--- src/rtl/alu_result_stage_pkg.sv ---
// Shared definitions for the ALU result stage: op encodings, flag bit positions
// and the compare-output sanity helper.
package alu_result_stage_pkg;

    typedef enum logic [1:0] {
        OP_ADD = 2'b00,
        OP_SUB = 2'b01,
        OP_AND = 2'b10,
        OP_CMP = 2'b11
    } alu_op_e;

    localparam int FLG_Z   = 0;
    localparam int FLG_C   = 1;
    localparam int FLG_GT  = 2;
    localparam int FLG_LT  = 3;
    localparam int FLAGS_W = 4;

    // True when exactly one of the three compare outputs is asserted.
    function automatic logic cmp_onehot(input logic gt, input logic lt, input logic eq);
        logic [1:0] n;
        n = {1'b0, gt} + {1'b0, lt} + {1'b0, eq};
        return (n == 2'd1);
    endfunction

endpackage

--- src/rtl/alu_result_stage_if.sv ---
// Producer/consumer bus of the ALU result stage: ALU outputs in, FIFO head out.
interface alu_result_stage_if #(
    parameter int W = 4
);
    import alu_result_stage_pkg::*;

    logic               in_valid;
    logic               in_ready;
    logic [1:0]         op;
    logic [W-1:0]       alu_sum;
    logic               alu_carry;
    logic [W-1:0]       alu_and;
    logic               alu_gt;
    logic               alu_lt;
    logic               alu_eq;
    logic               out_valid;
    logic               out_ready;
    logic [W-1:0]       out_result;
    logic [FLAGS_W-1:0] out_flags;

    modport master (
        output in_valid, op, alu_sum, alu_carry, alu_and, alu_gt, alu_lt, alu_eq, out_ready,
        input  in_ready, out_valid, out_result, out_flags
    );

    modport slave (
        input  in_valid, op, alu_sum, alu_carry, alu_and, alu_gt, alu_lt, alu_eq, out_ready,
        output in_ready, out_valid, out_result, out_flags
    );

endinterface

--- src/rtl/alu_sync_fifo.sv ---
// Synchronous FIFO with power-of-two depth; the read port shows zero while empty
// so nothing stale leaks out after reset or a full drain.
module alu_sync_fifo #(
    parameter int W_DATA = 8,
    parameter int DEPTH  = 2
) (
    input  logic              clk,
    input  logic              rst_n,
    input  logic              push,
    input  logic              pop,
    input  logic [W_DATA-1:0] wdata,
    output logic [W_DATA-1:0] rdata,
    output logic              full,
    output logic              empty
);

    localparam int AW = $clog2(DEPTH);
    localparam int CW = AW + 1;
    localparam logic [CW-1:0] CNT_FULL = CW'(DEPTH);

    logic [W_DATA-1:0] mem_r [DEPTH];
    logic [AW-1:0]     wr_ptr_r;
    logic [AW-1:0]     rd_ptr_r;
    logic [CW-1:0]     count_r;
    logic              do_push_s;
    logic              do_pop_s;

    assign full      = (count_r == CNT_FULL);
    assign empty     = (count_r == {CW{1'b0}});
    assign do_push_s = push && !full;
    assign do_pop_s  = pop && !empty;

    // Pointer and occupancy bookkeeping; pointers wrap at the natural power-of-two boundary.
    always_ff @(posedge clk or negedge rst_n) begin
        if (!rst_n) begin
            wr_ptr_r <= {AW{1'b0}};
            rd_ptr_r <= {AW{1'b0}};
            count_r  <= {CW{1'b0}};
        end else begin
            if (do_push_s) begin
                wr_ptr_r <= wr_ptr_r + AW'(1);
            end
            if (do_pop_s) begin
                rd_ptr_r <= rd_ptr_r + AW'(1);
            end
            case ({do_push_s, do_pop_s})
                2'b10:   count_r <= count_r + CW'(1);
                2'b01:   count_r <= count_r - CW'(1);
                default: count_r <= count_r;
            endcase
        end
    end

    // Storage array; contents are don't-care after reset because empty masks the read port.
    always_ff @(posedge clk) begin
        if (do_push_s) begin
            mem_r[wr_ptr_r] <= wdata;
        end
    end

    // Head-of-queue read, forced to zero while empty.
    always_comb begin
        rdata = {W_DATA{1'b0}};
        if (!empty) begin
            rdata = mem_r[rd_ptr_r];
        end else begin
            rdata = {W_DATA{1'b0}};
        end
    end

endmodule

--- src/rtl/alu_result_stage.sv ---
// Registered stage behind the 4-bit ALU: selects the result for the op, derives
// {LT,GT,C,Z} flags, queues them for a valid/ready consumer and tracks bad compares.
module alu_result_stage
    import alu_result_stage_pkg::*;
#(
    parameter int W     = 4,
    parameter int DEPTH = 2
) (
    input  logic                clk,
    input  logic                rst_n,
    alu_result_stage_if.slave   bus,
    input  logic                err_clr,
    output logic                cmp_err
);

    localparam int WD = W + FLAGS_W;

    logic [W-1:0]       result_s;
    logic [FLAGS_W-1:0] flags_s;
    logic [WD-1:0]      head_s;
    logic               fifo_full_s;
    logic               fifo_empty_s;
    logic               push_s;
    logic               pop_s;
    logic               bad_cmp_s;
    logic               cmp_err_r;

    assign push_s = bus.in_valid && !fifo_full_s;
    assign pop_s  = !fifo_empty_s && bus.out_ready;

    // Pick the one ALU output the op asks for and derive its flag word.
    always_comb begin
        result_s  = {W{1'b0}};
        flags_s   = {FLAGS_W{1'b0}};
        bad_cmp_s = 1'b0;
        case (alu_op_e'(bus.op))
            OP_ADD, OP_SUB: begin
                result_s        = bus.alu_sum;
                flags_s[FLG_C]  = bus.alu_carry;
                flags_s[FLG_Z]  = (bus.alu_sum == {W{1'b0}});
            end
            OP_AND: begin
                result_s        = bus.alu_and;
                flags_s[FLG_Z]  = (bus.alu_and == {W{1'b0}});
            end
            OP_CMP: begin
                // Compare outputs are passed through untouched, even when not one-hot.
                result_s        = {{(W-3){1'b0}}, bus.alu_gt, bus.alu_eq, bus.alu_lt};
                flags_s[FLG_GT] = bus.alu_gt;
                flags_s[FLG_LT] = bus.alu_lt;
                flags_s[FLG_Z]  = bus.alu_eq;
                bad_cmp_s       = !cmp_onehot(bus.alu_gt, bus.alu_lt, bus.alu_eq);
            end
            default: begin
                result_s  = {W{1'b0}};
                flags_s   = {FLAGS_W{1'b0}};
                bad_cmp_s = 1'b0;
            end
        endcase
    end

    alu_sync_fifo #(
        .W_DATA (WD),
        .DEPTH  (DEPTH)
    ) u_fifo (
        .clk   (clk),
        .rst_n (rst_n),
        .push  (push_s),
        .pop   (pop_s),
        .wdata ({result_s, flags_s}),
        .rdata (head_s),
        .full  (fifo_full_s),
        .empty (fifo_empty_s)
    );

    // Sticky compare-error flag; a new error outranks a coincident clear.
    always_ff @(posedge clk or negedge rst_n) begin
        if (!rst_n) begin
            cmp_err_r <= 1'b0;
        end else if (push_s && bad_cmp_s) begin
            cmp_err_r <= 1'b1;
        end else if (err_clr) begin
            cmp_err_r <= 1'b0;
        end else begin
            cmp_err_r <= cmp_err_r;
        end
    end

    assign cmp_err        = cmp_err_r;
    assign bus.in_ready   = !fifo_full_s;
    assign bus.out_valid  = !fifo_empty_s;
    assign bus.out_result = head_s[WD-1:FLAGS_W];
    assign bus.out_flags  = head_s[FLAGS_W-1:0];

endmodule

--- src/flat_wrapper.sv ---
// flat-port wrapper written by rule: the top's interface ports become plain ports
module alu_result_stage_flat import alu_result_stage_pkg::*;
#(
    parameter int W     = 4,
    parameter int DEPTH = 2
)
  (clk, rst_n, err_clr, cmp_err, bus_in_valid, bus_op, bus_alu_sum, bus_alu_carry, bus_alu_and, bus_alu_gt, bus_alu_lt, bus_alu_eq, bus_out_ready, bus_in_ready, bus_out_valid, bus_out_result, bus_out_flags);
  alu_result_stage_if #(.W(W)) bus_i ();
  input  logic clk;
  input  logic rst_n;
  input  logic err_clr;
  output logic cmp_err;
  input wire logic [$bits(bus_i.in_valid)-1:0] bus_in_valid;
  input wire logic [$bits(bus_i.op)-1:0] bus_op;
  input wire logic [$bits(bus_i.alu_sum)-1:0] bus_alu_sum;
  input wire logic [$bits(bus_i.alu_carry)-1:0] bus_alu_carry;
  input wire logic [$bits(bus_i.alu_and)-1:0] bus_alu_and;
  input wire logic [$bits(bus_i.alu_gt)-1:0] bus_alu_gt;
  input wire logic [$bits(bus_i.alu_lt)-1:0] bus_alu_lt;
  input wire logic [$bits(bus_i.alu_eq)-1:0] bus_alu_eq;
  input wire logic [$bits(bus_i.out_ready)-1:0] bus_out_ready;
  output wire logic [$bits(bus_i.in_ready)-1:0] bus_in_ready;
  output wire logic [$bits(bus_i.out_valid)-1:0] bus_out_valid;
  output wire logic [$bits(bus_i.out_result)-1:0] bus_out_result;
  output wire logic [$bits(bus_i.out_flags)-1:0] bus_out_flags;
  assign bus_i.in_valid = bus_in_valid;
  assign bus_i.op = bus_op;
  assign bus_i.alu_sum = bus_alu_sum;
  assign bus_i.alu_carry = bus_alu_carry;
  assign bus_i.alu_and = bus_alu_and;
  assign bus_i.alu_gt = bus_alu_gt;
  assign bus_i.alu_lt = bus_alu_lt;
  assign bus_i.alu_eq = bus_alu_eq;
  assign bus_i.out_ready = bus_out_ready;
  assign bus_in_ready = bus_i.in_ready;
  assign bus_out_valid = bus_i.out_valid;
  assign bus_out_result = bus_i.out_result;
  assign bus_out_flags = bus_i.out_flags;
  alu_result_stage #(.W(W), .DEPTH(DEPTH)) u_core (.clk(clk), .rst_n(rst_n), .bus(bus_i), .err_clr(err_clr), .cmp_err(cmp_err));
endmodule
--- config.mk ---
export PLATFORM = sky130hd
export DESIGN_NAME = alu_result_stage_flat
export DESIGN_NICKNAME = d
export VERILOG_FILES = /design/src/rtl/alu_result_stage_pkg.sv /design/src/rtl/alu_result_stage_if.sv /design/src/rtl/alu_sync_fifo.sv /design/src/rtl/alu_result_stage.sv /design/src/flat_wrapper.sv
export SDC_FILE = /design/constraint.sdc
export NUM_CORES = 1
export LEC_CHECK = 0
export BUFFER_PORTS_ARGS = -buffer_cell sky130_fd_sc_hd__buf_4
export CAP_MARGIN = 10
export CORE_MARGIN = 8
export CORE_UTILIZATION = 44
export CTS_CLUSTER_SIZE = 28
export DETAILED_ROUTE_END_ITERATION = 10
export GPL_ROUTABILITY_DRIVEN = 0
export PLACE_DENSITY = 0.85
export SLEW_MARGIN = 5
export SYNTH_ARGS = -nofsm -noshare
export SYNTH_HDL_FRONTEND = slang
export SYNTH_SLANG_ARGS = --single-unit
--- constraint.sdc ---
create_clock -name clk -period 1.3 [get_ports clk]
set_input_delay 0.26 -clock clk [delete_from_list [all_inputs] [get_ports clk]]
set_output_delay 0.26 -clock clk [all_outputs]
set_load 0.01 [all_outputs]
After elaboration in Yosys (flattened, before gate mapping)

Memories as Yosys holds them, arrays and structs flattened.
Cells that the tools add are included.

Input bits: 19
Register bits after elaboration: 5
Output and inout bits: 11
Memories: 1
Bits in writable memories: 16
Word-level logic and storage cells: 44

Memory list:

| memory              | words | width | rd ports | clocked after Yosys merged registers in | wr ports | RTL line            | source |
|---|---|---|---|---|---|---|---|
| u_core.u_fifo.mem_r | 2     | 8     | 1        | 0                                       | 1        | alu_sync_fifo.sv:21 | `logic [W_DATA-1:0] mem_r [DEPTH];` |

Reduce and logical (&&, ||, !) cells: 15
Multiplexer cells: 11
Add/subtract/negate cells: 6
Equal/unequal tests: 7

Operator list:

| operator            | count |
|---|---|
| $pmux 4 s3          | 1 |
| $eq 2x2->1 const B  | 4 |
| $logic_not 4->1     | 2 |
| $mux 8              | 1 |
| $eq 2x1->1 const B  | 3 |
| $mux 1              | 6 |
| $logic_and 1x1->1   | 5 |
| $logic_not 2->1     | 2 |
| $pmux 2 s2          | 1 |
| $reduce_bool 2->1   | 2 |
| $logic_not 1->1     | 3 |
| $pmux 1 s3          | 1 |
| $add 1x1->1 const B | 2 |
| $add 1x1->2         | 1 |
| $add 2x1->2         | 1 |
| $add 2x1->2 const B | 1 |
| $mux 2              | 1 |
| $reduce_or 2->1     | 1 |
| $sub 2x1->2 const B | 1 |

Logic depth before layout (Yosys ltp)

Word-level depth: 7
Depth in mapped cells: 6
Depth with buffers taken out: 6

Modules after synthesis

Synthesis repeated with hierarchy kept, for this count alone.

Cell total of the unflattened synthesis: 85
Area total of the unflattened synthesis: 1,039.7 um2

Modules (own cells, without submodules):

| module           | instances | sequential area each (um2) | area each (um2) | cells each |
|---|---|---|---|---|
| alu_sync_fifo    | 1         | 580.6                      | 799.5           | 51 |
| alu_result_stage | 1         | 25.0                       | 240.2           | 34 |

Worst setup path after synthesis

No wires, ideal clock.

Kind: reg2reg
Start: reg u_core.u_fifo.count_r[0]
End: mem u_core.u_fifo.mem_r[0][0] (enable)
Period minus slack after synthesis: 1.483 ns
Stages on the path, launching flop included: 4
Required time: 0.930 ns
Arrival: 1.113 ns
Path buffers: 0
Library setup time: 0.370 ns
Path slack: -0.183 ns
Cell sequence: dfrtp_1 nand2b_1 nand2_1 nor2_1

Longest elaborated chain between the ends: 6

Ends and longest elaborated chain:

| element                          | RTL line               | source |
|---|---|---|
| from (decl)                      | alu_sync_fifo.sv:24    | `logic [CW-1:0] count_r;` |
| from (signal assigned)           | alu_sync_fifo.sv:38    | `count_r <= {CW{1'b0}};` |
| from (signal assigned)           | alu_sync_fifo.sv:47    | `2'b10: count_r <= count_r + CW'(1);` |
| from (signal assigned)           | alu_sync_fifo.sv:48    | `2'b01: count_r <= count_r - CW'(1);` |
| $eq 2x2->1 (*)                   | alu_sync_fifo.sv:28    | `assign full = (count_r == CNT_FULL);` |
| $logic_not 1->1 (*)              | --                     |  |
| named net bus_in_ready           | flat_wrapper.sv:22     | `output wire logic [$bits(bus_i.in_ready)-1:0] bus_in_ready;` |
| $logic_and 1x1->1                | alu_result_stage.sv:28 | `assign push_s = bus.in_valid && !fifo_full_s;` |
| $logic_and 1x1->1 (*)            | alu_sync_fifo.sv:30    | `assign do_push_s = push && !full;` |
| $mux 1 (*)                       | alu_sync_fifo.sv:56    | `if (do_push_s) begin` |
| $mux 1 (not written as such) (*) | alu_sync_fifo.sv:57    | `mem_r[wr_ptr_r] <= wdata;` |
| to (decl)                        | alu_sync_fifo.sv:21    |  |

The timed path passes the listed nets; every way through them passes the cells marked *.

Worst setup path in the final report

Start: reg u_core.u_fifo.rd_ptr_r
End: out bus_out_result[3]

Longest elaborated chain between the ends: 2

Ends and longest elaborated chain:

| element                | RTL line            | source |
|---|---|---|
| from (decl)            | alu_sync_fifo.sv:23 | `logic [AW-1:0] rd_ptr_r;` |
| from (signal assigned) | alu_sync_fifo.sv:37 | `rd_ptr_r <= {AW{1'b0}};` |
| from (signal assigned) | alu_sync_fifo.sv:44 | `rd_ptr_r <= rd_ptr_r + AW'(1);` |
| $mem_v2 2x8            | --                  |  |
| $mux 8                 | alu_sync_fifo.sv:64 | `if (!empty) begin` |
| to (decl)              | flat_wrapper.sv:24  | `output wire logic [$bits(bus_i.out_result)-1:0] bus_out_result;` |

Every way passes these cells.

==> out/qor.json <==
{
  "grt_antenna_before_repair": {"value": 0},
  "post_drt_wl_per_cell": {"value": 14.4, "unit": "um"},
  "route.vias.total": {"value": 756},
  "grt_pass1_vias": {"value": 805},
  "failed_checks": {"value": "setup timing"},
  "synth_edf_count": {"value": 16},
  "port-buffer-count": {"value": 29},
  "rr_endpoint": {"value": "u_core.u_fifo.count_r[1]"},
  "design.portCount": {"value": 30},
  "fmax": {"value": 0.665, "unit": "GHz"},
  "design.die.area": {"value": 4030, "unit": "sq um"},
  "power-per-cell-area": {"value": 2040, "unit": "nW/um^2"},
  "post_synth_top_area_cell": {"value": "sky130_fd_sc_hd__edfxtp_1"},
  "clk_sink_count": {"value": 21},
  "timing.reg2reg.worst_path_depth": {"value": 7},
  "clock_insertion_delay_worst_skew": {"value": 0.29, "unit": "ns"},
  "timing.final.max_slew_violations": {"value": 0},
  "number_of_search_and_repair_iterations_in_the_first_detailed_routing_pass": {"value": 4},
  "cts_tree": {"value": "built"},
  "antenna_cells": {"value": 0},
  "timing.hold.worst_path_depth": {"value": 2},
  "nNetsFinal": {"value": 148},
  "maxCapViolations": {"value": 0},
  "rr_startpoint": {"value": "u_core.u_fifo.count_r[1]"},
  "final-setup-viol-count": {"value": 11},
  "grt_pass1_wl": {"value": 3540, "unit": "um"},
  "kind_of_path_behind_the_tightest_hold_check": {"value": "in2reg"},
  "layout_common_cells": {"value": "sky130_fd_sc_hd__buf_4 (34), sky130_fd_sc_hd__edfxtp_1 (16), sky130_fd_sc_hd__nor2_1 (11)"},
  "ys_top_cells_by_area": {"value": "sky130_fd_sc_hd__edfxtp_1 (48%), sky130_fd_sc_hd__dfrtp_1 (13%), sky130_fd_sc_hd__mux2i_1 (10%)"},
  "numCtsBuffers": {"value": 3},
  "fin_cells": {"value": 154},
  "initial_utilization": {"value": 0.457},
  "finalHoldWorstSlack": {"value": 0.146, "unit": "ns"},
  "yosys_warnings": {"value": 0},
  "dr.first_iter.drc_count": {"value": 14},
  "worstSetupStartpoint": {"value": "u_core.u_fifo.rd_ptr_r"},
  "ir_worst_vdd": {"value": 1.39, "unit": "mV"},
  "synth_top_cell_area_share": {"value": 0.484},
  "chipHeight": {"value": 63.5, "unit": "um"},
  "dp_hpwl": {"value": 1620, "unit": "um"},
  "asyncSetResetFlopFracSynth": {"value": 0.238},
  "syn_area": {"value": 992, "unit": "sq um"},
  "fp-row-count": {"value": 17},
  "number_of_library_cell_types_mapped_by_synthesis": {"value": 24},
  "final.setup.tns": {"value": -1.70, "unit": "ns"},
  "timing.critical_path.from_type": {"value": "flop"},
  "route.final.wire_length": {"value": 2220, "unit": "um"},
  "critical_path.endpoint_type": {"value": "output port"},
  "place.detailed.instances": {"value": 141},
  "max-clock-path-buffers": {"value": 2},
  "setup.reg_to_reg.worst_slack": {"value": -0.07, "unit": "ns"},
  "period_needed": {"value": 1.50, "unit": "ns"},
  "cts.root.buffer_cell": {"value": "sky130_fd_sc_hd__clkbuf_4"},
  "synth.net_count": {"value": 102},
  "ys_seq_elements": {"value": 21},
  "period_share": {"value": 1.16},
  "postRouteAntennaNets": {"value": 0},
  "leakage_component_of_the_power": {"value": 0.647, "unit": "nW"},
  "timing_worst_setup_path_type": {"value": "reg2out"},
  "total_power": {"value": 3.01, "unit": "mW"},
  "worst_setup_path_endpoint": {"value": "bus_out_result[3]"},
  "maximum_number_of_pins_on_one_net_before_global_route_repair": {"value": 15},
  "rsz0062_at_grt": {"value": "yes"},
  "clkSlewWorstSetupHoldPaths": {"value": 0.11, "unit": "ns"},
  "flow.area_growth_from_synthesis": {"value": 48.4, "unit": "%"},
  "cts_max_level": {"value": 1},
  "required": {"value": 1.04, "unit": "ns"},
  "die_x": {"value": 63.5, "unit": "um"},
  "route.detailed.drc": {"value": 0},
  "post_drt_via_cell_ratio": {"value": 4.91},
  "fin_ws": {"value": -0.203, "unit": "ns"},
  "cp_max_fo": {"value": 5},
  "syn_inst_count": {"value": 81},
  "floorplan.core_area": {"value": 2170, "unit": "sq um"},
  "synth.avg_cell_area": {"value": 12.2, "unit": "sq um"},
  "crit_arrival": {"value": 1.24, "unit": "ns"},
  "synthFlopType": {"value": "sky130_fd_sc_hd__edfxtp_1"},
  "outcome": {"value": "finished, violations left"},
  "synth_seq_area_share": {"value": 0.610},
  "finalClockSkew": {"value": 0.00557, "unit": "ns"},
  "grtUsageTotal": {"value": 0.108},
  "final_common_cell": {"value": "sky130_fd_sc_hd__buf_4"},
  "tightest_slew": {"value": 0.302, "unit": "ns"},
  "grt_overflow_total": {"value": 0},
  "layout-drive-gt1-share": {"value": 0.476},
  "relSlewSlack": {"value": 0.797},
  "hold_viol_final": {"value": 0}
}
## through the flow
step           setup slack (ns)  utilization  area, sq um
2_1_floorplan           -0.0339            -         1010
3_3_place_gp           -0.00556        0.597         1290
3_5_place_dp            -0.0429        0.597         1290
4_1_cts                  -0.176        0.665         1440
5_1_grt                  -0.248        0.679         1470
6_report                 -0.203        0.679         1470
## flip-flops by register name, indices dropped and copies added (netlist names)
name,flops
u_core.u_fifo.mem_r,16
u_core.u_fifo.count_r,2
u_core.cmp_err,1
u_core.u_fifo.rd_ptr_r,1
u_core.u_fifo.wr_ptr_r,1
## critical path, stage by stage (launching register included)
cell and delay (ns):
sky130_fd_sc_hd__dfrtp_2 0.43, sky130_fd_sc_hd__buf_6 0.14, sky130_fd_sc_hd__mux2i_1 0.18, sky130_fd_sc_hd__nor2_1 0.06
sky130_fd_sc_hd__buf_4 0.14
## cells in the mapped netlist, types with 2 or more instances
cell type / number
sky130_fd_sc_hd__and3_1: 3
sky130_fd_sc_hd__xor2_1: 2
sky130_fd_sc_hd__mux2i_1: 10
sky130_fd_sc_hd__a31oi_1: 2
sky130_fd_sc_hd__inv_1: 4
sky130_fd_sc_hd__a21oi_1: 2
sky130_fd_sc_hd__nor2_1: 15
sky130_fd_sc_hd__edfxtp_1: 16
sky130_fd_sc_hd__dfrtp_1: 5
sky130_fd_sc_hd__nand2_1: 3
sky130_fd_sc_hd__xnor2_1: 3
sky130_fd_sc_hd__buf_2: 3
sky130_fd_sc_hd__nand2b_1: 2
## layer usage
layer,share of wire,track usage,vias up
li1,-,-,372
met1,0.40,0.110,356
met2,0.54,0.203,26
met3,0.053,0.0177,2
met4,0.014,0.0585,0
met5,0,0,-
## worst min path at each step
stage / startpoint / end / slack, ns
global route: err_clr / u_core.cmp_err / 0.13
global placement: rst_n / u_core.u_fifo.wr_ptr_r / 0.07
finish: err_clr / u_core.cmp_err / 0.15
detailed placement: rst_n / u_core.u_fifo.wr_ptr_r / 0.07
floorplan: rst_n / u_core.cmp_err / -0.04
CTS: err_clr / u_core.cmp_err / 0.14
## cell type report
| type | instances | area (sq um) |
|---|---|---|
| Sequential cell | 21 | 608 |
| Multi-Input combinational cell | 53 | 422 |
| Timing Repair Buffer | 44 | 367 |
| Fill cell | 165 | 697 |
| Tap cell | 28 | 35.0 |
| Clock buffer | 4 | 26.3 |
| Inverter | 4 | 15.0 |
## cells by family after synthesis
kind of cell	count (synthesis)	synth area share
AO/OA/AOI/OAI	7	0.0416
XOR/XNOR	5	0.0441
adder cells (fa/ha/maj)	2	0.0328
buffers and inverters	7	0.0303
flip-flops	21	0.610
multiplexers	10	0.101
AND/OR/NAND/NOR	29	0.140
## what timing repair did
item	CTS	global route
endpoints found under the setup margin	11	27
hold endpoints to repair	5	0
cloned	1	0
pin swaps	2	1
setup buffers	7	1
gates resized for setup	16	9
hold buffers	1	0
## power breakdown
part / leakage (nW) / switching (mW) / total [mW] / internal [mW]
sequential: 0.208 / 0.104 / 1.05 / 0.945
clock: 0.0150 / 0.181 / 0.301 / 0.119
combinational: 0.424 / 0.727 / 1.66 / 0.931
total: 0.647 / 1.01 / 3.01 / 2.00
Note: power is estimated with default switching activity, not from simulation.
